$ cat src/rtl/regfile_write_arbiter_pkg.sv
// Shared types and constants for the regfile write arbiter.
// Holds the burst FSM state encoding and the regfile word map.
package regfile_write_arbiter_pkg;

  typedef enum logic [1:0] {
    IDLE = 2'd0,
    W1   = 2'd1,
    W2   = 2'd2,
    W3   = 2'd3
  } state_t;

  localparam int REG_COUNT        = 113;
  localparam int DONE_ADDR        = 2;
  localparam int STARVE_LIMIT_DEF = 4;

  localparam logic [7:0] REG_CTRL   = 8'd0;
  localparam logic [7:0] REG_STATUS = 8'd1;
  localparam logic [7:0] REG_DONE   = 8'(DONE_ADDR);

  localparam logic [3:0] BE_FULL = 4'b1111;
  localparam logic [3:0] BE_DONE = 4'b0001;

endpackage

$ cat src/rtl/regfile_write_arbiter_if.sv
// Host (Avalon-MM), physics-FSM burst and regfile write-port signals.
// The arbiter sits on the slave modport; host, FSM and regfile sit on master.
interface regfile_write_arbiter_if;

  logic        AVL_CS;
  logic        AVL_WRITE;
  logic [3:0]  AVL_BYTE_EN;
  logic [7:0]  AVL_ADDR;
  logic [31:0] AVL_WRITEDATA;
  logic        AVL_WAITREQUEST;

  logic        FSM_REQ;
  logic [7:0]  FSM_ADDR1;
  logic [7:0]  FSM_ADDR2;
  logic [7:0]  FSM_ADDR3;
  logic [31:0] FSM_DATA1;
  logic [31:0] FSM_DATA2;
  logic [31:0] FSM_DATA3;
  logic        FSM_ACK;
  logic        FSM_DONE;

  logic        WR_EN;
  logic [7:0]  WR_ADDR;
  logic [3:0]  WR_BE;
  logic [31:0] WR_DATA;
  logic        ADDR_ERR;

  modport slave (
    input  AVL_CS, AVL_WRITE, AVL_BYTE_EN, AVL_ADDR, AVL_WRITEDATA,
    output AVL_WAITREQUEST,
    input  FSM_REQ, FSM_ADDR1, FSM_ADDR2, FSM_ADDR3,
    input  FSM_DATA1, FSM_DATA2, FSM_DATA3, FSM_DONE,
    output FSM_ACK,
    output WR_EN, WR_ADDR, WR_BE, WR_DATA, ADDR_ERR
  );

  modport master (
    output AVL_CS, AVL_WRITE, AVL_BYTE_EN, AVL_ADDR, AVL_WRITEDATA,
    input  AVL_WAITREQUEST,
    output FSM_REQ, FSM_ADDR1, FSM_ADDR2, FSM_ADDR3,
    output FSM_DATA1, FSM_DATA2, FSM_DATA3, FSM_DONE,
    input  FSM_ACK,
    input  WR_EN, WR_ADDR, WR_BE, WR_DATA, ADDR_ERR
  );

endinterface

$ cat src/rtl/regfile_write_arbiter.sv
// Single regfile write port shared by host writes, a 3-word FSM burst and DONE-flag updates.
// One cycle to WR_*; host stalled via AVL_WAITREQUEST once the FSM has been starved STARVE_LIMIT times.
module regfile_write_arbiter #(
  parameter int REG_COUNT    = regfile_write_arbiter_pkg::REG_COUNT,
  parameter int STARVE_LIMIT = regfile_write_arbiter_pkg::STARVE_LIMIT_DEF,
  parameter int DONE_ADDR    = regfile_write_arbiter_pkg::DONE_ADDR
) (
  input  logic                  CLK,
  input  logic                  RESET,
  regfile_write_arbiter_if.slave bus
);

  import regfile_write_arbiter_pkg::*;

  localparam int              SW         = (STARVE_LIMIT > 0) ? $clog2(STARVE_LIMIT + 1) : 1;
  localparam logic [SW-1:0]   STARVE_MAX = SW'(STARVE_LIMIT);
  localparam logic [8:0]      ADDR_LIM   = 9'(REG_COUNT);
  localparam logic [7:0]      DONE_WORD  = 8'(DONE_ADDR);

  state_t           state_q, state_d;
  logic [2:0][7:0]  cap_addr_q;
  logic [2:0][31:0] cap_data_q;
  logic [SW-1:0]    starve_q;
  logic             done_pend_q;
  logic             done_last_q;

  logic        host_acc, capture, fsm_issue, done_issue, burst_end, pending;
  logic        sel_vld, sel_ok;
  logic [7:0]  sel_addr;
  logic [3:0]  sel_be;
  logic [31:0] sel_data;

  assign bus.AVL_WAITREQUEST = ~RESET & (starve_q == STARVE_MAX) &
                               ((state_q != IDLE) | bus.FSM_REQ);

  always_comb begin
    host_acc   = bus.AVL_CS & bus.AVL_WRITE & ~bus.AVL_WAITREQUEST & ~RESET;
    // The ACK cycle still sees the old request held high; don't re-capture it.
    capture    = (state_q == IDLE) & bus.FSM_REQ & ~bus.FSM_ACK;
    fsm_issue  = (state_q != IDLE) & ~host_acc;
    done_issue = done_pend_q & ~host_acc & ~fsm_issue;
    burst_end  = (state_q == W3) & fsm_issue;
    pending    = (state_q != IDLE) | capture;

    sel_vld  = 1'b0;
    sel_addr = bus.AVL_ADDR;
    sel_be   = bus.AVL_BYTE_EN;
    sel_data = bus.AVL_WRITEDATA;
    if (host_acc) begin
      sel_vld = 1'b1;
    end else if (fsm_issue) begin
      sel_vld = 1'b1;
      sel_be  = BE_FULL;
      case (state_q)
        W1:      begin sel_addr = cap_addr_q[0]; sel_data = cap_data_q[0]; end
        W2:      begin sel_addr = cap_addr_q[1]; sel_data = cap_data_q[1]; end
        default: begin sel_addr = cap_addr_q[2]; sel_data = cap_data_q[2]; end
      endcase
    end else if (done_issue) begin
      sel_vld  = 1'b1;
      sel_addr = DONE_WORD;
      sel_be   = BE_DONE;
      sel_data = {31'b0, bus.FSM_DONE};
    end
    sel_ok = ({1'b0, sel_addr} < ADDR_LIM);

    state_d = state_q;
    case (state_q)
      IDLE:    if (capture)   state_d = W1;
      W1:      if (fsm_issue) state_d = W2;
      W2:      if (fsm_issue) state_d = W3;
      default: if (fsm_issue) state_d = IDLE;
    endcase
  end

  always_ff @(posedge CLK) begin
    if (RESET) state_q <= IDLE;
    else       state_q <= state_d;
  end

  always_ff @(posedge CLK) begin
    if (RESET) begin
      starve_q     <= '0;
      done_pend_q  <= 1'b0;
      done_last_q  <= 1'b0;
      bus.WR_EN    <= 1'b0;
      bus.WR_ADDR  <= '0;
      bus.WR_BE    <= '0;
      bus.WR_DATA  <= '0;
      bus.FSM_ACK  <= 1'b0;
      bus.ADDR_ERR <= 1'b0;
    end else begin
      if (capture) begin
        cap_addr_q <= {bus.FSM_ADDR3, bus.FSM_ADDR2, bus.FSM_ADDR1};
        cap_data_q <= {bus.FSM_DATA3, bus.FSM_DATA2, bus.FSM_DATA1};
      end

      // Out-of-range writes burn their slot but never reach the regfile.
      bus.WR_EN <= sel_vld & sel_ok;
      if (sel_vld & sel_ok) begin
        bus.WR_ADDR <= sel_addr;
        bus.WR_BE   <= sel_be;
        bus.WR_DATA <= sel_data;
      end
      if (sel_vld & ~sel_ok) bus.ADDR_ERR <= 1'b1;

      bus.FSM_ACK <= burst_end;

      if (burst_end)
        starve_q <= '0;
      else if (pending & host_acc & (starve_q != STARVE_MAX))
        starve_q <= starve_q + SW'(1);

      if (done_issue) begin
        done_last_q <= bus.FSM_DONE;
        done_pend_q <= 1'b0;
      end else if (bus.FSM_DONE != done_last_q) begin
        done_pend_q <= 1'b1;
      end
    end
  end

endmodule

$ cat src/flat_wrapper.sv
// flat-port wrapper written by rule: the top's interface ports become plain ports
module regfile_write_arbiter_flat import regfile_write_arbiter_pkg::*;
#(
  parameter int REG_COUNT    = regfile_write_arbiter_pkg::REG_COUNT,
  parameter int STARVE_LIMIT = regfile_write_arbiter_pkg::STARVE_LIMIT_DEF,
  parameter int DONE_ADDR    = regfile_write_arbiter_pkg::DONE_ADDR
)
  (CLK, RESET, bus_AVL_CS, bus_AVL_WRITE, bus_AVL_BYTE_EN, bus_AVL_ADDR, bus_AVL_WRITEDATA, bus_AVL_WAITREQUEST, bus_FSM_REQ, bus_FSM_ADDR1, bus_FSM_ADDR2, bus_FSM_ADDR3, bus_FSM_DATA1, bus_FSM_DATA2, bus_FSM_DATA3, bus_FSM_DONE, bus_FSM_ACK, bus_WR_EN, bus_WR_ADDR, bus_WR_BE, bus_WR_DATA, bus_ADDR_ERR);
  regfile_write_arbiter_if bus_i ();
  input  logic CLK;
  input  logic RESET;
  input wire logic [$bits(bus_i.AVL_CS)-1:0] bus_AVL_CS;
  input wire logic [$bits(bus_i.AVL_WRITE)-1:0] bus_AVL_WRITE;
  input wire logic [$bits(bus_i.AVL_BYTE_EN)-1:0] bus_AVL_BYTE_EN;
  input wire logic [$bits(bus_i.AVL_ADDR)-1:0] bus_AVL_ADDR;
  input wire logic [$bits(bus_i.AVL_WRITEDATA)-1:0] bus_AVL_WRITEDATA;
  output wire logic [$bits(bus_i.AVL_WAITREQUEST)-1:0] bus_AVL_WAITREQUEST;
  input wire logic [$bits(bus_i.FSM_REQ)-1:0] bus_FSM_REQ;
  input wire logic [$bits(bus_i.FSM_ADDR1)-1:0] bus_FSM_ADDR1;
  input wire logic [$bits(bus_i.FSM_ADDR2)-1:0] bus_FSM_ADDR2;
  input wire logic [$bits(bus_i.FSM_ADDR3)-1:0] bus_FSM_ADDR3;
  input wire logic [$bits(bus_i.FSM_DATA1)-1:0] bus_FSM_DATA1;
  input wire logic [$bits(bus_i.FSM_DATA2)-1:0] bus_FSM_DATA2;
  input wire logic [$bits(bus_i.FSM_DATA3)-1:0] bus_FSM_DATA3;
  input wire logic [$bits(bus_i.FSM_DONE)-1:0] bus_FSM_DONE;
  output wire logic [$bits(bus_i.FSM_ACK)-1:0] bus_FSM_ACK;
  output wire logic [$bits(bus_i.WR_EN)-1:0] bus_WR_EN;
  output wire logic [$bits(bus_i.WR_ADDR)-1:0] bus_WR_ADDR;
  output wire logic [$bits(bus_i.WR_BE)-1:0] bus_WR_BE;
  output wire logic [$bits(bus_i.WR_DATA)-1:0] bus_WR_DATA;
  output wire logic [$bits(bus_i.ADDR_ERR)-1:0] bus_ADDR_ERR;
  assign bus_i.AVL_CS = bus_AVL_CS;
  assign bus_i.AVL_WRITE = bus_AVL_WRITE;
  assign bus_i.AVL_BYTE_EN = bus_AVL_BYTE_EN;
  assign bus_i.AVL_ADDR = bus_AVL_ADDR;
  assign bus_i.AVL_WRITEDATA = bus_AVL_WRITEDATA;
  assign bus_AVL_WAITREQUEST = bus_i.AVL_WAITREQUEST;
  assign bus_i.FSM_REQ = bus_FSM_REQ;
  assign bus_i.FSM_ADDR1 = bus_FSM_ADDR1;
  assign bus_i.FSM_ADDR2 = bus_FSM_ADDR2;
  assign bus_i.FSM_ADDR3 = bus_FSM_ADDR3;
  assign bus_i.FSM_DATA1 = bus_FSM_DATA1;
  assign bus_i.FSM_DATA2 = bus_FSM_DATA2;
  assign bus_i.FSM_DATA3 = bus_FSM_DATA3;
  assign bus_i.FSM_DONE = bus_FSM_DONE;
  assign bus_FSM_ACK = bus_i.FSM_ACK;
  assign bus_WR_EN = bus_i.WR_EN;
  assign bus_WR_ADDR = bus_i.WR_ADDR;
  assign bus_WR_BE = bus_i.WR_BE;
  assign bus_WR_DATA = bus_i.WR_DATA;
  assign bus_ADDR_ERR = bus_i.ADDR_ERR;
  regfile_write_arbiter #(.REG_COUNT(REG_COUNT), .STARVE_LIMIT(STARVE_LIMIT), .DONE_ADDR(DONE_ADDR)) u_core (.CLK(CLK), .RESET(RESET), .bus(bus_i));
endmodule
$ cat config.mk
export PLATFORM = sky130hd
export DESIGN_NAME = regfile_write_arbiter_flat
export DESIGN_NICKNAME = d
export VERILOG_FILES = /design/src/rtl/regfile_write_arbiter_pkg.sv /design/src/rtl/regfile_write_arbiter_if.sv /design/src/rtl/regfile_write_arbiter.sv /design/src/flat_wrapper.sv
export SDC_FILE = /design/constraint.sdc
export NUM_CORES = 1
export LEC_CHECK = 0
export ABC_CLOCK_PERIOD_IN_PS = 9750
export BUFFER_PORTS_ARGS = -buffer_cell sky130_fd_sc_hd__buf_2
export CAP_MARGIN = 20
export CORE_ASPECT_RATIO = 2
export CORE_UTILIZATION = 25
export CTS_CLUSTER_SIZE = 8
export DETAILED_ROUTE_END_ITERATION = 10
export GPL_TIMING_DRIVEN = 0
export PLACE_DENSITY = 0.43
export SLEW_MARGIN = 20
export SYNTH_ARGS = -nofsm -noshare
export SYNTH_HDL_FRONTEND = slang
export SYNTH_SLANG_ARGS = --single-unit
$ cat constraint.sdc
create_clock -name CLK -period 9.75 [get_ports CLK]
set_input_delay 2.4375 -clock CLK [delete_from_list [all_inputs] [get_ports CLK]]
set_output_delay 2.4375 -clock CLK [all_outputs]
set_load 0.05 [all_outputs]
Word-level counts from Yosys, hierarchy flattened
Index checks and enable logic that the tools add are counted.

Register bits: 174.

Order comparisons: 1. Bitwise logic cells: 23. Reduce and logical (&&, ||, !) cells: 7. Mux-type cells: 19. Add/subtract/negate cells: 1. Equality and inequality tests: 9.

Operators by type and width (count): $mux W32 (3); $pmux W32 S2 (1); $mux W8 (3); $pmux W8 S2 (1); $and A1 B1 Y1 (15); $mux W4 (3); $lt A8 B7 Y1 const B (1); $mux W2 (4); $ne A2 B1 Y1 const B (3); $not A1 Y1 (6); $pmux W2 S3 (1); $eq A2 B2 Y1 const B (2); $reduce_and A4 Y1 (1); $reduce_bool A2 Y1 (2); $reduce_or A2 Y1 (2); $add A3 B1 Y3 const B (1); $eq A3 B3 Y1 const B (1); $mux W1 (3); $ne A3 B3 Y1 const B (1); $eq A2 B1 Y1 const B (1); $logic_not A2 Y1 (1); $or A1 B1 Y1 (2); $reduce_and A2 Y1 (1); $ne A1 B1 Y1 (1).

Longest topological paths before layout
Gate-level depths: netlist (run 1).

Word-level depth: 16. Mapped depth: 11. Depth with buffers taken out: 8.

Least setup slack after synthesis (run 1)
OpenSTA, ideal clock, no wires.

Path type: input-to-reg. From: input port RESET. To: register u_core.cap_addr_q[0] (netlist name) (enable). Stages: 4. Data arrival time: 8.048 ns. Slack: 1.102 ns. Required time: 9.150 ns. Cell sequence: clkbuf_1 clkbuf_1 buf_1 nor2_1.

Cells in the longest elaborated chain, start to end: 2.

Ends and longest elaborated chain: start: declaration (line flat_wrapper.sv:11) `input logic RESET;`; $not A1 Y1 (no source line); $reduce_and A2 Y1 (no source line); end signal: assignment (line regfile_write_arbiter.sv:94) `cap_addr_q <= {bus.FSM_ADDR3, bus.FSM_ADDR2, bus.FSM_ADDR1};`; end: declaration (line regfile_write_arbiter.sv:21) `logic [2:0][7:0] cap_addr_q;`.

No other way between the ends. A chain may end at the register's enable or synchronous reset.

Worst setup path after layout (run 1)
From: input port RESET. To: output port bus_AVL_WAITREQUEST.

Cells in the longest elaborated chain, start to end: 3.

Ends and longest elaborated chain: $not A1 Y1 (no source line); $and A1 B1 Y1 (2 in a row) (line regfile_write_arbiter.sv:33) `assign bus.AVL_WAITREQUEST = ~RESET & (starve_q == STARVE_MAX) &`; end: declaration (line flat_wrapper.sv:17) `output wire logic [$bits(bus_i.AVL_WAITREQUEST)-1:0] bus_AVL_WAITREQUEST;`.

No other way between the ends.

==> flow_summary.yaml, run 1 <==
run_status:
  run_status: "complete, no violations"
critical_path:
  worst_r2r_startpoint: "u_core.state_q[1]"
  crit_type: "input port to primary output"
  timing.critical_path.to_type: "primary output"
  worst_path_max_delay_cell: "clkbuf_1"
  worstPathRequired_ns: 7.31
  rrSetupSlack_ns: 6.36
  crit_path_max_fanout: 10
  worst-endpoint-arrival_ns: 4.07
  worstSetupStartpoint: "RESET"
  timing.critical_path.from_type: "input port"
  rr_endpoint: "u_core.bus.WR_DATA[3]"
  cp_slowest_stage_delay_ns: 0.57
  worst_r2r_path_depth: 9
  path_cells: "buf_2 -> clkbuf_1 -> clkbuf_1 -> nor3b_1 -> buf_2"
detailed_routing:
  drt_pass1_iterations: 4
  remaining_drc_errors: 0
  drt-total-wl_mm: 23.4
  vias_per_cell: 4.46
  dr_total_vias: 5323
  wl_per_cell_um: 19.6
  ant_nets: 0
  drt_first_iter_violations: 166
timing:
  grt_setup_unrepaired: "no"
  timing.final.hold_violations: 0
  tightest_slew_ns: 0.779
  relSlewSlack_pct: 48.1
  finalClockSkew_ns: 0.0138
  period_share_pct: 66.8
  setup_viol_count_final: 0
  slew_viol_final: 0
  max_clock_freq_mhz: 154
  finalWorstPathRequiredPeriod_ns: 6.51
  final.setup.tns_ns: 0
die:
  dieHeight_um: 243
  die_area_um2: 29700
  num_rows: 87
  io_pins: 218
  floorplan.initialDensity_pct: 25.6
  core_region_area_um2: 28300
  die_width_um: 122
layout:
  finish.net_count: 994
  most_common_cell_after_layout_fill_and_taps_aside: "buf_2"
  commonest_cells_after_routing_fill_and_taps_aside: "220 x buf_2, 120 x edfxtp_1, 86 x nor2_1, 54 x dfxtp_1, 48 x a21oi_1"
  finalInstanceArea_um2: 9500
  fillCellCount: 2892
  drive_above_1_share_pct: 36.1
  final_core_utilization_pct: 33.6
  area_growth_pct: 31.0
logic_synthesis:
  cell_count_after_synthesis: 577
  synth_fp_nets: 753
  post_synth_mux_area_share_pct: 6.46
  synthesis.yosys.warnings: 0
  combinational_family_with_the_most_area_after_synthesis: "compound AO/OA/AOI/OAI gates"
  post_synthesis_share_of_cell_area_spent_on_full_adders_half_adders_and_majority_gates_pct: 1.04
  synth_compound_area_share_pct: 14.6
  synth-seq-cells: 174
  syn_area_per_cell_um2: 12.6
  ys_seq_area_share_pct: 64.6
  post_synth_instance_area_um2: 7250
  synth_cell_type_count: 41
  synth_xor_area_share_pct: 0.363
  synth-simple-area-share_pct: 9.77
power:
  switching_share_pct: 43.4
  share_of_total_power_in_combinational_logic_pct: 47.3
  power_frac_seq_pct: 32.0
  design_power_total_uw: 3210
  clkPwrFrac_pct: 20.7
  power.switching_uw: 1390
  internal_power_of_the_cells_uw: 1820
  power_density_normalized_to_cell_area_nw_per_um2: 338
  static-leakage-power_uw: 0.00374
  largest_vdd_supply_drop_v: 0.000123
grt:
  globalRouteTotalUtil_pct: 16.3
  grt_remaining_overflow: 0
  grt_max_degree: 28
  grt_pass1_wl_mm: 34.2
  first_global_vias: 5835
  antenna_found_initial: 6
worst_hold_path:
  whs_path_depth: 2
  timing.hold.worst_endpoint: "u_core.bus.ADDR_ERR"
  min_path_type: "register to register"
  min-delay-start: "u_core.bus.ADDR_ERR"
clock_tree:
  ctsHtreeMaxLevel: 4
  clock_tree.root_cell: "clkbuf_16"
  post_cts_buffers: 0
  cts-hold-fix-buffers: 0
  clock-sinks: 174
  tritoncts.num_buffers: 17
  cts_repair_resize_count: 0
  worst_skew_pair.late_latency_ns: 0.44
  cts_tree: "done"
  cts.path.max_buffers: 2
  clock_slew_at_the_register_clock_pins_of_the_worst_setup_and_hold_paths_ns: 0.07
placed_design:
  hpwlAfterDp_mm: 18.0
  placement.io_buffers: 217
  gp_congestion: 0.770
  placedInstanceArea_um2: 8920
flow_run:
  maxCapViolCount: 0
[sequential cells by signal, indices dropped and copies added, names as in the netlist]
signal,flops
u_core.bus.ADDR_ERR,1
u_core.bus.FSM_ACK,1
u_core.bus.WR_ADDR,8
u_core.bus.WR_BE,4
u_core.bus.WR_DATA,32
u_core.bus.WR_EN,1
u_core.cap_addr_q,24
u_core.cap_data_q,96
u_core.done_last_q,1
u_core.done_pend_q,1
u_core.starve_q,3
u_core.state_q,2
[final cells by class]
type / count / area, µm² / share of cell area, %
clock buffers: 20 / 457 / 4.81
inverters: 11 / 41.3 / 0.435
flip-flops and latches: 174 / 4680 / 49.3
clock inverters: 12 / 108 / 1.13
repair buffers: 222 / 1220 / 12.8
plain buffers: 41 / 188 / 1.98
multi-input cells: 351 / 2340 / 24.7
diodes: 6 / 15.0 / 0.158
well taps: 356 / 445 / 4.69
[power by group through the flow]
stage / Sequential (µW) / Clock [µW] / Combinational, µW
after floorplan: 1360 / 0 / 753
after global placement: 1070 / 0 / 1520
after detailed placement: 1040 / 0 / 1550
after CTS: 1030 / 689 / 1560
after global routing: 1040 / 712 / 1660
final: 1030 / 665 / 1520
[synth_stat cells, drive strengths merged]
cell,count,area (µm²)
a41oi,1,8.76
clkbuf,27,101
nor2,87,327
inv,11,41.3
a211o,1,8.76
and3b,2,17.5
nor4,1,6.26
or4,1,7.51
and2,1,6.26
a21o,1,7.51
ha,6,75.1
and3,1,6.26
mux2,38,428
a32oi,1,27.5
nand3,1,5.00
buf,14,86.3
nand3b,1,7.51
a22oi,44,330
o21ai,3,26.3
nor3,3,15.0
a211oi,38,290
a21oi,48,240
nor2b,38,238
edfxtp,120,3600
o211a,3,30.0
nand2,9,33.8
nor3b,1,7.51
o211ai,5,37.5
a311oi,1,26.3
dfxtp,54,1080
xnor2,2,17.5
xor2,1,8.76
mux2i,4,40.0
o31ai,1,7.51
nand2b,5,31.3
o21a,2,15.0
[layer usage]
metal / track usage, % / up-vias / share of wire [%]
li1: - / 2625 / -
met1: 14.5 / 2522 / 33
met2: 31.8 / 145 / 59
met3: 3.83 / 31 / 4.0
met4: 9.47 / 0 / 3.6
met5: 0 / - / 0
[through the flow]
| stage | worst slack (ns) | hold WS [ns] | instances |
|---|---|---|---|
| finish | 3.24 | 0.446 | 1193 |
| global placement | -2.22 | 0.434 | 1150 |
| floorplan | 1.10 | 0.466 | 577 |
| detailed placement | 3.14 | 0.439 | 1155 |
| global route | 3.05 | 0.475 | 1193 |
| CTS | 3.14 | 0.448 | 1187 |
[worst max-delay path, delay by kind of cell]
kind / cells / cell delay [ns]
buffers and inverters: 4 / 1.48
and+or+nand+nor: 1 / 0.15
[cells by family (layout without fill, tap and decap cells)]
| kind of cell | Yosys count | in the layout |
|---|---|---|
| other | 0 | 6 |
| buffers and inverters | 52 | 306 |
| xor gates and xnor gates | 3 | 3 |
| and+or+nand+nor | 151 | 151 |
| adders and majority gates | 6 | 6 |
| DFF | 174 | 174 |
| AOI/OAI and AO/OA | 149 | 149 |
| muxes | 42 | 42 |
[worst max-delay path by stage]
stage                                       to  depth (start not counted)
final                      bus_AVL_WAITREQUEST                          5
after global routing       bus_AVL_WAITREQUEST                          5
after CTS                  bus_AVL_WAITREQUEST                          5
after detailed placement   bus_AVL_WAITREQUEST                          5
after global placement    u_core.cap_data_q[8]                          5
after floorplan           u_core.cap_addr_q[0]                          4
Note: power is estimated with default switching activity, not from simulation.
==> run 2, diff against run 1 <==
Settings changed: ABC_AREA set to 1, ABC_CLOCK_PERIOD_IN_PS 9750 to 5600, PLACE_DENSITY 0.43 to 0.44.
Clock period 9.75 ns to 5.6 ns, I/O delays scaled along.
==> run 2 against run 1 <==
Flip-flop and latch count unchanged. Critical endpoint unchanged. Combinational power increased by 46%. Non-clock buffer count decreased by 3. Hold slack improved by 0.014 ns. Sequential share of layout area increased by 0.10 points. Cell count increased by 13%.
==> flow_summary.yaml, run 2 <==
clock_tree:
  cts_repair_resize_count: 0
  cts-hold-fix-buffers: 0
  ctsHtreeMaxLevel: 4
  cts.path.max_buffers: 2
  clock_tree.root_cell: "clkbuf_16"
  post_cts_buffers: 0
  clock_slew_at_the_register_clock_pins_of_the_worst_setup_and_hold_paths_ns: 0.06
  cts_tree: "done"
  worst_skew_pair.late_latency_ns: 0.44
  tritoncts.num_buffers: 17
  clock-sinks: 174
layout:
  sequential_cell_area_um2: 4680
  commonest_cells_after_routing_fill_and_taps_aside: "223 x buf_2, 200 x nand2_1, 120 x edfxtp_1, 92 x nor2_1, 67 x inv_1"
  top_register: "u_core.cap_data_q"
  reg_top3: "u_core.cap_data_q (96), u_core.bus.WR_DATA (32), u_core.cap_addr_q (24)"
  most_common_cell_after_layout_fill_and_taps_aside: "buf_2"
  stdcell_count: 1346
  finish.net_count: 1149
  fillCellCount: 3029
  area_growth_pct: 31.4
  drive_above_1_share_pct: 28.3
  largest_register_ffs: 96
  multi_input_area_um2: 2060
grt:
  first_global_vias: 5967
  grt_pass1_wl_mm: 34.3
  grt_remaining_overflow: 0
  globalRouteTotalUtil_pct: 16.7
  grt_max_degree: 29
  antenna_found_initial: 4
critical_path:
  rrSetupSlack_ns: 2.71
  worstPathRequired_ns: 4.20
  timing.critical_path.to_type: "primary output"
  crit_type: "input port to primary output"
  timing.critical_path.from_type: "input port"
  crit_path_max_fanout: 2
  worst-endpoint-arrival_ns: 2.05
die:
  die_width_um: 122
  die_area_um2: 29600
  io_pins: 218
  num_rows: 87
  floorplan.initialDensity_pct: 25.5
  core_region_area_um2: 28300
  dieHeight_um: 242
logic_synthesis:
  netlist.area_leader.share_pct: 50.0
  synth_cell_type_count: 28
  yosysMostFrequentCell: "nand2_1"
  yosysTopAreaCell: "edfxtp_1"
  synth-edff-count: 120
  syn_area_per_cell_um2: 9.84
  most_frequent_cells_after_synthesis: "200 x nand2_1, 120 x edfxtp_1, 93 x nor2_1, 67 x inv_1"
  synthesis.yosys.warnings: 0
  post_synth_instance_area_um2: 7210
  synthArstFlopShare_pct: 0
  synth_fp_nets: 909
  synthFlopType: "edfxtp_1"
  cell_count_after_synthesis: 733
  synth.area.top_cells: "edfxtp_1 50%, dfxtp_1 15%, nand2_1 10%"
  synth-seq-cells: 174
  ys_seq_area_share_pct: 65.0
detailed_routing:
  drt_pass1_iterations: 5
  ant_nets: 0
  vias_per_cell: 4.29
  dr_total_vias: 5775
  wl_per_cell_um: 17.8
  drt_first_iter_violations: 237
  remaining_drc_errors: 0
  drt-total-wl_mm: 23.9
timing:
  timing.final.hold_violations: 0
  final.setup.tns_ns: 0
  finalWorstPathRequiredPeriod_ns: 3.45
  grt_setup_unrepaired: "no"
  finalClockSkew_ns: 0.00861
  period_share_pct: 61.6
  slew_viol_final: 0
  tightest_slew_ns: 0.861
  relSlewSlack_pct: 42.6
  setup_viol_count_final: 0
  max_clock_freq_mhz: 290
worst_hold_path:
  min_path_type: "register to register"
placed_design:
  gp_congestion: 0.745
  placed_cells_incl_taps: 1310
  placement.io_buffers: 216
  hpwlAfterDp_mm: 18.1
power:
  static-leakage-power_uw: 0.00408
  power_density_normalized_to_cell_area_nw_per_um2: 546
  largest_vdd_supply_drop_v: 0.000272
run_status:
  run_status: "complete, no violations"
flow_run:
  maxCapViolCount: 0
run 2: cell count changes in the layout (fill, tap and decap cells not counted), sizes merged, moves of 44 or more:
| cell | change |
|---|---|
| nand2 | +193 |
| inv | +57 |
| a22oi | -44 |
| o21ai | +44 |
run 2: area by class of cell:
class / instances / share of cell area (%)
Sequential cell: 174 / 49.4
Inverter: 70 / 2.77
Buffer: 39 / 2.27
Antenna cell: 4 / 0.106
Clock buffer: 19 / 4.57
Tap cell: 356 / 4.70
Clock inverter: 13 / 1.74
Timing Repair Buffer: 221 / 12.7
Multi-Input combinational cell: 450 / 21.7
run 2: kinds of logic (layout without fill, tap and decap cells):
logic type | Yosys count | in the layout | synth area share (%)
compound gates | 126 | 126 | 10.0
xor+xnor | 1 | 1 | 0.121
fa+ha+maj | 6 | 6 | 1.04
buf+inv | 109 | 362 | 6.63
flops | 174 | 174 | 65.0
other cells | 0 | 4 | 0
simple gates | 317 | 317 | 17.2
run 2: power breakdown:
group / switching (µW) / internal, µW
clock network: 519 / 705
logic: 1600 / 621
registers: 91.3 / 1640
total: 2210 / 2960
run 2: path summary, 6_finish.rpt:
path	from	endpoint	cells after the start
worst max register to register	u_core.state_q[0]	u_core.bus.WR_DATA[16]	10
worst min-delay path	u_core.bus.WR_ADDR[7]	u_core.bus.WR_ADDR[7]	2
worst max-delay path	bus_FSM_REQ	bus_AVL_WAITREQUEST	6
worst min register to register	u_core.bus.WR_ADDR[7]	u_core.bus.WR_ADDR[7]	2
run 2: through the flow:
step	hold slack [ns]	util (%)	instance area (µm²)	power [µW]	setup slack, ns
2_1_floorplan	0.453	-	7210	3250	0.367
5_1_grt	0.492	33.5	9480	5530	2.10
3_5_place_dp	0.448	31.3	8870	4030	1.92
3_3_place_gp	0.445	30.9	8740	4000	-1.31
6_report	0.459	33.5	9480	5170	2.15
4_1_cts	0.463	33.4	9470	5280	2.16
run 2: layer usage:
| metal | wire length, µm | part of all wire, % | global-route usage (%) | vias to the layer above |
|---|---|---|---|---|
| met1 | 8060 | 34 | 15.5 | 2653 |
| li1 | - | - | - | 2909 |
| met3 | 1180 | 4.9 | 3.65 | 26 |
| met4 | 601 | 2.5 | 7.39 | 0 |
| met2 | 14100 | 59 | 33.2 | 187 |
| met5 | 0 | 0 | 0 | - |
run 2: worst max-delay path, stage by stage:
cell and delay [ns]:
buf_2 0.09, inv_1 0.04, nand2_1 0.05, nand2_1 0.08, nor2_1 0.11, buf_2 0.27
